$ cat src/rtl/hx8357_dbi_engine.sv
// 8080-style DBI bus engine for HX8357 panels: power-on/commanded reset sequencing
// plus single command/data write and read beats with optional CSx burst hold.
module hx8357_dbi_engine #(
    parameter int DATA_W       = 16,
    parameter int WR_LOW_CYC   = 2,
    parameter int WR_HIGH_CYC  = 2,
    parameter int RD_LOW_CYC   = 8,
    parameter int RD_HIGH_CYC  = 4,
    parameter int RST_LOW_CYC  = 250,
    parameter int RST_WAIT_CYC = 3000000
) (
    input  logic              clk,
    input  logic              res,
    input  logic              req_valid,
    output logic              req_ready,
    input  logic              req_dc,
    input  logic              req_rd,
    input  logic              req_last,
    input  logic [DATA_W-1:0] req_data,
    input  logic              hw_reset,
    output logic              rsp_valid,
    output logic [DATA_W-1:0] rsp_data,
    output logic              busy,
    output logic              CSx,
    output logic              RESx,
    output logic              DCx,
    output logic              WRx,
    output logic              RDx,
    output logic [DATA_W-1:0] DATAx_o,
    output logic              DATAx_oe,
    input  logic [DATA_W-1:0] DATAx_i
);

    function automatic int max2(input int a, input int b);
        return (a > b) ? a : b;
    endfunction

    localparam int MAX_CYC = max2(max2(max2(WR_LOW_CYC, WR_HIGH_CYC), max2(RD_LOW_CYC, RD_HIGH_CYC)),
                                  max2(RST_LOW_CYC, RST_WAIT_CYC));
    localparam int CNT_W = $clog2(MAX_CYC) + 1;

    localparam logic [CNT_W-1:0] WR_LOW_LAST   = CNT_W'(WR_LOW_CYC - 1);
    localparam logic [CNT_W-1:0] WR_HIGH_LAST  = CNT_W'(WR_HIGH_CYC - 1);
    localparam logic [CNT_W-1:0] RD_LOW_LAST   = CNT_W'(RD_LOW_CYC - 1);
    localparam logic [CNT_W-1:0] RD_HIGH_LAST  = CNT_W'(RD_HIGH_CYC - 1);
    localparam logic [CNT_W-1:0] RST_LOW_LAST  = CNT_W'(RST_LOW_CYC - 1);
    localparam logic [CNT_W-1:0] RST_WAIT_LAST = CNT_W'(RST_WAIT_CYC - 1);

    typedef enum logic [2:0] {
        RST_LOW,
        RST_WAIT,
        IDLE,
        SETUP,
        WR_LOW,
        WR_HIGH,
        RD_LOW,
        RD_HIGH
    } state_t;

    state_t           state_reg;
    logic [CNT_W-1:0] cnt_reg;
    logic             rd_reg;
    logic             last_reg;
    logic [CNT_W-1:0] phase_last;
    logic             phase_done;

    // Terminal count of the current phase; counters stop here and never wrap.
    always_comb begin
        phase_last = '0;
        case (state_reg)
            RST_LOW:  phase_last = RST_LOW_LAST;
            RST_WAIT: phase_last = RST_WAIT_LAST;
            WR_LOW:   phase_last = WR_LOW_LAST;
            WR_HIGH:  phase_last = WR_HIGH_LAST;
            RD_LOW:   phase_last = RD_LOW_LAST;
            RD_HIGH:  phase_last = RD_HIGH_LAST;
            default:  phase_last = '0;
        endcase
    end

    assign phase_done = (cnt_reg == phase_last);

    always_ff @(posedge clk or posedge res) begin
        if (res) begin
            state_reg <= RST_LOW;
            cnt_reg   <= '0;
            rd_reg    <= 1'b0;
            last_reg  <= 1'b0;
            CSx       <= 1'b1;
            RESx      <= 1'b0;
            DCx       <= 1'b1;
            WRx       <= 1'b1;
            RDx       <= 1'b1;
            DATAx_o   <= '0;
            DATAx_oe  <= 1'b0;
            req_ready <= 1'b0;
            rsp_valid <= 1'b0;
            rsp_data  <= '0;
            busy      <= 1'b1;
        end else if (hw_reset) begin
            // Abort wins over everything, including a same-cycle accept.
            state_reg <= RST_LOW;
            cnt_reg   <= '0;
            CSx       <= 1'b1;
            RESx      <= 1'b0;
            WRx       <= 1'b1;
            RDx       <= 1'b1;
            DATAx_oe  <= 1'b0;
            req_ready <= 1'b0;
            rsp_valid <= 1'b0;
            busy      <= 1'b1;
        end else begin
            rsp_valid <= 1'b0;
            case (state_reg)
                RST_LOW: begin
                    if (phase_done) begin
                        state_reg <= RST_WAIT;
                        RESx      <= 1'b1;
                        cnt_reg   <= '0;
                    end else begin
                        cnt_reg <= cnt_reg + CNT_W'(1);
                    end
                end
                RST_WAIT: begin
                    if (phase_done) begin
                        state_reg <= IDLE;
                        req_ready <= 1'b1;
                        busy      <= 1'b0;
                        cnt_reg   <= '0;
                    end else begin
                        cnt_reg <= cnt_reg + CNT_W'(1);
                    end
                end
                IDLE: begin
                    if (req_valid && req_ready) begin
                        state_reg <= SETUP;
                        req_ready <= 1'b0;
                        busy      <= 1'b1;
                        rd_reg    <= req_rd;
                        last_reg  <= req_last;
                        CSx       <= 1'b0;
                        DCx       <= req_dc;
                        DATAx_oe  <= ~req_rd;
                        if (!req_rd) begin
                            DATAx_o <= req_data;
                        end
                    end
                end
                SETUP: begin
                    cnt_reg <= '0;
                    if (rd_reg) begin
                        state_reg <= RD_LOW;
                        RDx       <= 1'b0;
                    end else begin
                        state_reg <= WR_LOW;
                        WRx       <= 1'b0;
                    end
                end
                WR_LOW: begin
                    if (phase_done) begin
                        state_reg <= WR_HIGH;
                        WRx       <= 1'b1;
                        cnt_reg   <= '0;
                    end else begin
                        cnt_reg <= cnt_reg + CNT_W'(1);
                    end
                end
                RD_LOW: begin
                    if (phase_done) begin
                        state_reg <= RD_HIGH;
                        RDx       <= 1'b1;
                        rsp_data  <= DATAx_i;
                        rsp_valid <= 1'b1;
                        cnt_reg   <= '0;
                    end else begin
                        cnt_reg <= cnt_reg + CNT_W'(1);
                    end
                end
                WR_HIGH, RD_HIGH: begin
                    // Beat end: CSx stays low when the burst remains open.
                    if (phase_done) begin
                        state_reg <= IDLE;
                        req_ready <= 1'b1;
                        busy      <= 1'b0;
                        DATAx_oe  <= 1'b0;
                        cnt_reg   <= '0;
                        if (last_reg) begin
                            CSx <= 1'b1;
                        end
                    end else begin
                        cnt_reg <= cnt_reg + CNT_W'(1);
                    end
                end
                default: begin
                    state_reg <= RST_LOW;
                    cnt_reg   <= '0;
                end
            endcase
        end
    end

endmodule

$ cat config.mk
export PLATFORM = sky130hd
export DESIGN_NAME = hx8357_dbi_engine
export DESIGN_NICKNAME = d
export VERILOG_FILES = /design/src/rtl/hx8357_dbi_engine.sv
export SDC_FILE = /design/constraint.sdc
export NUM_CORES = 1
export LEC_CHECK = 0
export BUFFER_PORTS_ARGS = -buffer_cell sky130_fd_sc_hd__buf_4
export CAP_MARGIN = 20
export CORE_UTILIZATION = 40
export CTS_CLUSTER_SIZE = 14
export DETAILED_ROUTE_END_ITERATION = 8
export PLACE_DENSITY_LB_ADDON = 0.15
export SLEW_MARGIN = 10
export SYNTH_ARGS = -nofsm -noshare
export SYNTH_HDL_FRONTEND = slang
export SYNTH_SLANG_ARGS = --single-unit
$ cat constraint.sdc
create_clock -name clk -period 6 [get_ports clk]
set_input_delay 1.2 -clock clk [delete_from_list [all_inputs] [get_ports clk]]
set_output_delay 1.2 -clock clk [all_outputs]
set_load 0.1 [all_outputs]
* Word-level counts from Yosys, hierarchy flattened
Index checks and enable logic that the tools add are counted.
** Operators by class
- $add $sub $neg :: 1
- Eq/ne operators :: 17
- Muxes and demuxes :: 38
- Bitwise gates (word level) :: 2
- Reductions and logical operators :: 23
** Operator list (number)
- case mux 22 bit (5 select lines) :: 1
- two-way mux 23 bit :: 2
- case mux 23 bit (2 select lines) :: 1
- != test 3 bit, second input constant :: 8
- adder 23 x 1 -> 23 bit, second input constant :: 1
- == test 23 bit :: 1
- two-way mux 1 bit :: 20
- two-way mux 3 bit :: 6
- case mux 3 bit (6 select lines) :: 1
- AND reduction 3 bit :: 6
- nonzero test 3 bit :: 5
- == test 3 bit, second input constant :: 4
- case mux 1 bit (2 select lines) :: 6
- AND reduction 4 bit :: 2
- == test 3 x 2 -> 1 bit, second input constant :: 2
- OR reduction 6 bit :: 1
- AND reduction 5 bit :: 1
- nonzero test 2 bit :: 2
- OR reduction 2 bit :: 2
- == test 3 x 1 -> 1 bit, second input constant :: 1
- zero test 3 bit :: 1
- != test 3 x 1 -> 1 bit, second input constant :: 1
- OR reduction 3 bit :: 1
- two-way mux 2 bit :: 1
- 3 further kinds :: 4
** Storage, ports and cells
- Register bits after elaboration :: 69
- Input bits :: 39
- Output and inout bits :: 41

* Logic depth before layout (Yosys ltp)
- Word-level depth :: 7
- Gate-level depth with buffers :: 9

* Worst setup path before layout
OpenSTA, ideal clock, no wires.
- Path type :: input to register
- From :: input port hw_reset
- To :: register DATAx_o[0]
- Library setup time :: 0.125 ns
- Arrival time :: 2.950 ns
- Required time :: 5.875 ns
- Setup slack :: 2.924 ns
- Cell stages on the path :: 5
- Cells stage by stage :: nor3_1 nand3_1 nor2_1 buf_2 mux2_2
** On the way
- Word-level cells in the longest chain between the ends :: 2
** Ends and longest elaborated chain
- from (decl) :: line 20 : input logic hw_reset,
- inverter 1 bit (no source line)
- AND reduction 4 bit (no source line)
- to (signal assigned) :: line 145 : DATAx_o <= req_data;
- to (decl) :: line 29 : output logic [DATA_W-1:0] DATAx_o,
No other way between the ends.
A chain may end at the register's enable or synchronous reset.

* Final worst setup path
- From :: register state_reg[0]
- To :: register cnt_reg[16]
** On the way
- Word-level cells in the longest chain between the ends :: 7
- Elaborated cells between the ends (all ways) :: 15
- Classes of those cells :: eq/ne (7); mux (4); reduce/logical (4)
** Ends and longest elaborated chain
- from (decl) :: line 60 : state_t state_reg;
- from (signal assigned) :: line 85 : state_reg <= RST_LOW;
- from (signal assigned) :: line 102 : state_reg <= RST_LOW;
- from (signal assigned) :: line 117 : state_reg <= RST_WAIT;
- == test 3 bit :: line 70, 114
- OR reduction 2 bit (no source line)
- case mux 22 bit (5 select lines) :: line 70 : case (state_reg)
- == test 23 bit :: line 81 : assign phase_done = (cnt_reg == phase_last);
- two-way mux 23 bit
- case mux 23 bit (2 select lines) :: line 114 : case (state_reg)
- two-way mux 23 bit :: line 100 : end else if (hw_reset) begin
- to (signal assigned) :: line 121 : cnt_reg <= cnt_reg + CNT_W'(1);
- to (signal assigned) :: line 131 : cnt_reg <= cnt_reg + CNT_W'(1);
- to (signal assigned) :: line 165 : cnt_reg <= cnt_reg + CNT_W'(1);
- to (decl) :: line 61 : logic [CNT_W-1:0] cnt_reg;
Parallel ways exist; a longest one is shown, timed or not.

==> summary.md <==
| Metric | Value |
|---|---|
| Status | finished clean |
| Synth warn | 0 |
| Detailed Place HPWL | 5180 µm |
| Post-synthesis net count | 357 |
| H-Tree Depth | 3 |
| First-pass GRT wire length | 11900 µm |
| Cell Area, Synth | 3400 µm² |
| Syn avg cell area | 10.7 µm² |
| Core Area | 8220 µm² |
| Pint | 0.000721 W |
| Vias in the first global route | 2530 |
| Initial antenna violation count | 0 |
| Rel. slew slack | 34.7% |
| Setup violations, final | 0 |
| Via-to-Cell Ratio | 5.41 |
| Worst Path Required | 6230 ps |
| Gpl congestion | 0.769 |
| Distinct cells, synth | 53 |
| Post-synth top flop | dfrtp_1 |
| Drt total wl | 7540 µm |
| Cells after Synth | 317 |
| Max Fanout on Critical Path | 22 |
| CTS tree | built |
| NetSw | 0.000204 W |
| Grt total ovfl | 0 |
| Final Cycle Share | 54.5% |
| Crit-path leading delay family | simple AND/OR/NAND/NOR gates |
| Final setup TNS | 0 ps |
| Net Sw Frac | 22.0% |
| Die ar. | 8870 µm² |
| CTS clk-pin slew, worst paths | 70 ps |
| RSZ-0062 raised after global routing | false |
| Crit start category | register |
| EDFF count, synth | 0 |
| Drt initial violations | 132 |
| Minimum clock period | 3270 ps |
| DR pass1 iterations | 4 |
| Synth-to-layout area growth | 26.2% |
| Setup bufs post-CTS | 0 |
| Critical setup path kind | register to register |
| Die H | 94.2 µm |
| Clock share of power | 44.1% |
| Ant diodes | 0 |
| DR vias | 2733 |
| Clock Sinks | 69 |
| Ys async rst share | 100% |
| CP arrival | 3500 ps |
| Max reg flops | 23 |
| Worst hold path type | register to register |
| Fraction of layout cells with a size suffix above 1 | 36.5% |
| CP Capture Type | register |
| Sequential share of the synthesized area | 51.0% |
| CTS Root Cell | clkbuf_8 |
| Max IR drop VDD | 107 µV |
| DRC Markers | 0 |
| Seq pwr share | 50.8% |
| Clk_skew | 6.68 ps |
| Io pins | 80 |
| Final Power | 0.000925 W |
| Comb pwr share | 5.1% |
| Power Dens Cells | 215 nW/µm² |
| Worst skew pair latency | 340 ps |
| Commonest non-fill, non-tap cells in the layout | 83 x buf_4, 64 x dfrtp_1, 38 x nand2_1, 25 x nand3_1, 23 x mux2_2 |
| Max-cap viol count | 0 |
| Slowest stage cell, crit path | dfrtp_1 |
| TritonCTS buffer count | 9 |
| Port-buffer cells | 79 |
| Largest net degree at the start of global routing | 70 |
| Commonest non-fill, non-tap cell in the layout | buf_4 |
| Post_cts resized | 0 |
| Number of synthesized register bits | 69 |
| Worst path cell trace | or3b_4, or4_4, a221oi_1, a21oi_2, and3_1, a211o_1 |
| Buf/Inv on CP | 0 |
| CTS Buffer Depth | 2 |
| Antenna-violating nets left | 0 |
| Top achievable clock speed | 306 MHz |
| GR Util All Layers | 17.7% |
| Hold_buf cts | 0 |
| P_leak | 2.06 nW |
| Final hold vios | 0 |
| Least-Margin Pin Slew | 980 ps |
| Mean routed wirelength per cell | 14.9 µm |
| Starting Density | 41.4% |
| Die X | 94.2 µm |
| Final #Nets | 436 |
| Slowest Stage Delay on Critical Path | 750 ps |
| FP Rows | 33 |
| Pins over their slew limit | 0 |
power by group through the flow:
stage	clock network, W	registers (W)	logic [W]
after global placement	0	0.000479	0.0000475
after CTS	0.000420	0.000470	0.0000483
after detailed placement	0	0.000479	0.0000480
after floorplan	0	0.000479	0.0000214
after global routing	0.000438	0.000470	0.0000523
final	0.000407	0.000470	0.0000472
routing by layer:
metal	part of all wire (%)	global-route usage, %	vias up
li1	-	-	1326
met1	47	23.2	1326
met2	47	27.6	76
met3	4.8	4.53	5
met4	0.93	7.18	0
met5	0	0	-
stage by stage:
stage	area, µm²	util, %	cells	hold WS (ps)	setup WS, ps
2_1_floorplan	3400	-	317	441	2920
3_3_place_gp	4080	49.6	490	449	2820
3_5_place_dp	4080	49.6	490	469	2760
4_1_cts	4290	52.2	505	484	2760
5_1_grt	4290	52.2	505	517	2560
6_report	4290	52.2	505	477	2730
worst register-to-register path: stages, from the launching register on:
cell,delay (ps)
dfrtp_1,750
or3b_4,470
or4_4,570
a221oi_1,470
a21oi_2,360
and3_1,290
a211o_1,260
cell type report:
| class | count | area (µm²) |
|---|---|---|
| sequential | 69 | 1730 |
| tap | 105 | 131 |
| inverter | 10 | 37.5 |
| fill | 765 | 3930 |
| clock inverter | 6 | 88.8 |
| multi-input combinational | 223 | 1550 |
| timing repair buffer | 83 | 623 |
| clock buffer | 9 | 124 |
Yosys cell counts, drive strengths merged (5+ instances only):
library cell / instances / area [µm²]
a21oi: 10 / 50.1
a31oi: 5 / 31.3
and3: 5 / 31.3
buf: 5 / 41.3
clkbuf: 10 / 37.5
dfrtp: 64 / 1600
dfstp: 5 / 131
inv: 10 / 37.5
mux2: 33 / 409
nand2: 38 / 143
nand3: 25 / 125
nor2: 11 / 41.3
nor3: 9 / 45.0
nor4: 6 / 37.5
o21ai: 11 / 55.1
or3: 7 / 43.8
worst paths after layout:
kind / start / to / slack [ps] / depth (start not counted)
max: state_reg[0] / cnt_reg[16] / 2730 / 6
min: DCx / DCx / 480 / 2
max reg2reg: state_reg[0] / cnt_reg[16] / 2730 / 6
min reg2reg: DCx / DCx / 480 / 2
max in group asynchronous: res / rsp_data[11] / 4340 / 3
min in group asynchronous: res / DATAx_o[1] / 1110 / 3
kinds of logic after synthesis:
| kind of cell | Yosys count | synth area share, % |
|---|---|---|
| AND/OR/NAND/NOR | 126 | 19.7 |
| flip-flops | 69 | 51.0 |
| AO/OA/AOI/OAI | 61 | 12.9 |
| multiplexers | 35 | 12.6 |
| buffers and inverters | 25 | 3.42 |
| adder cells (fa/ha/maj) | 1 | 0.368 |
Power figures use the tool's default switching activity.
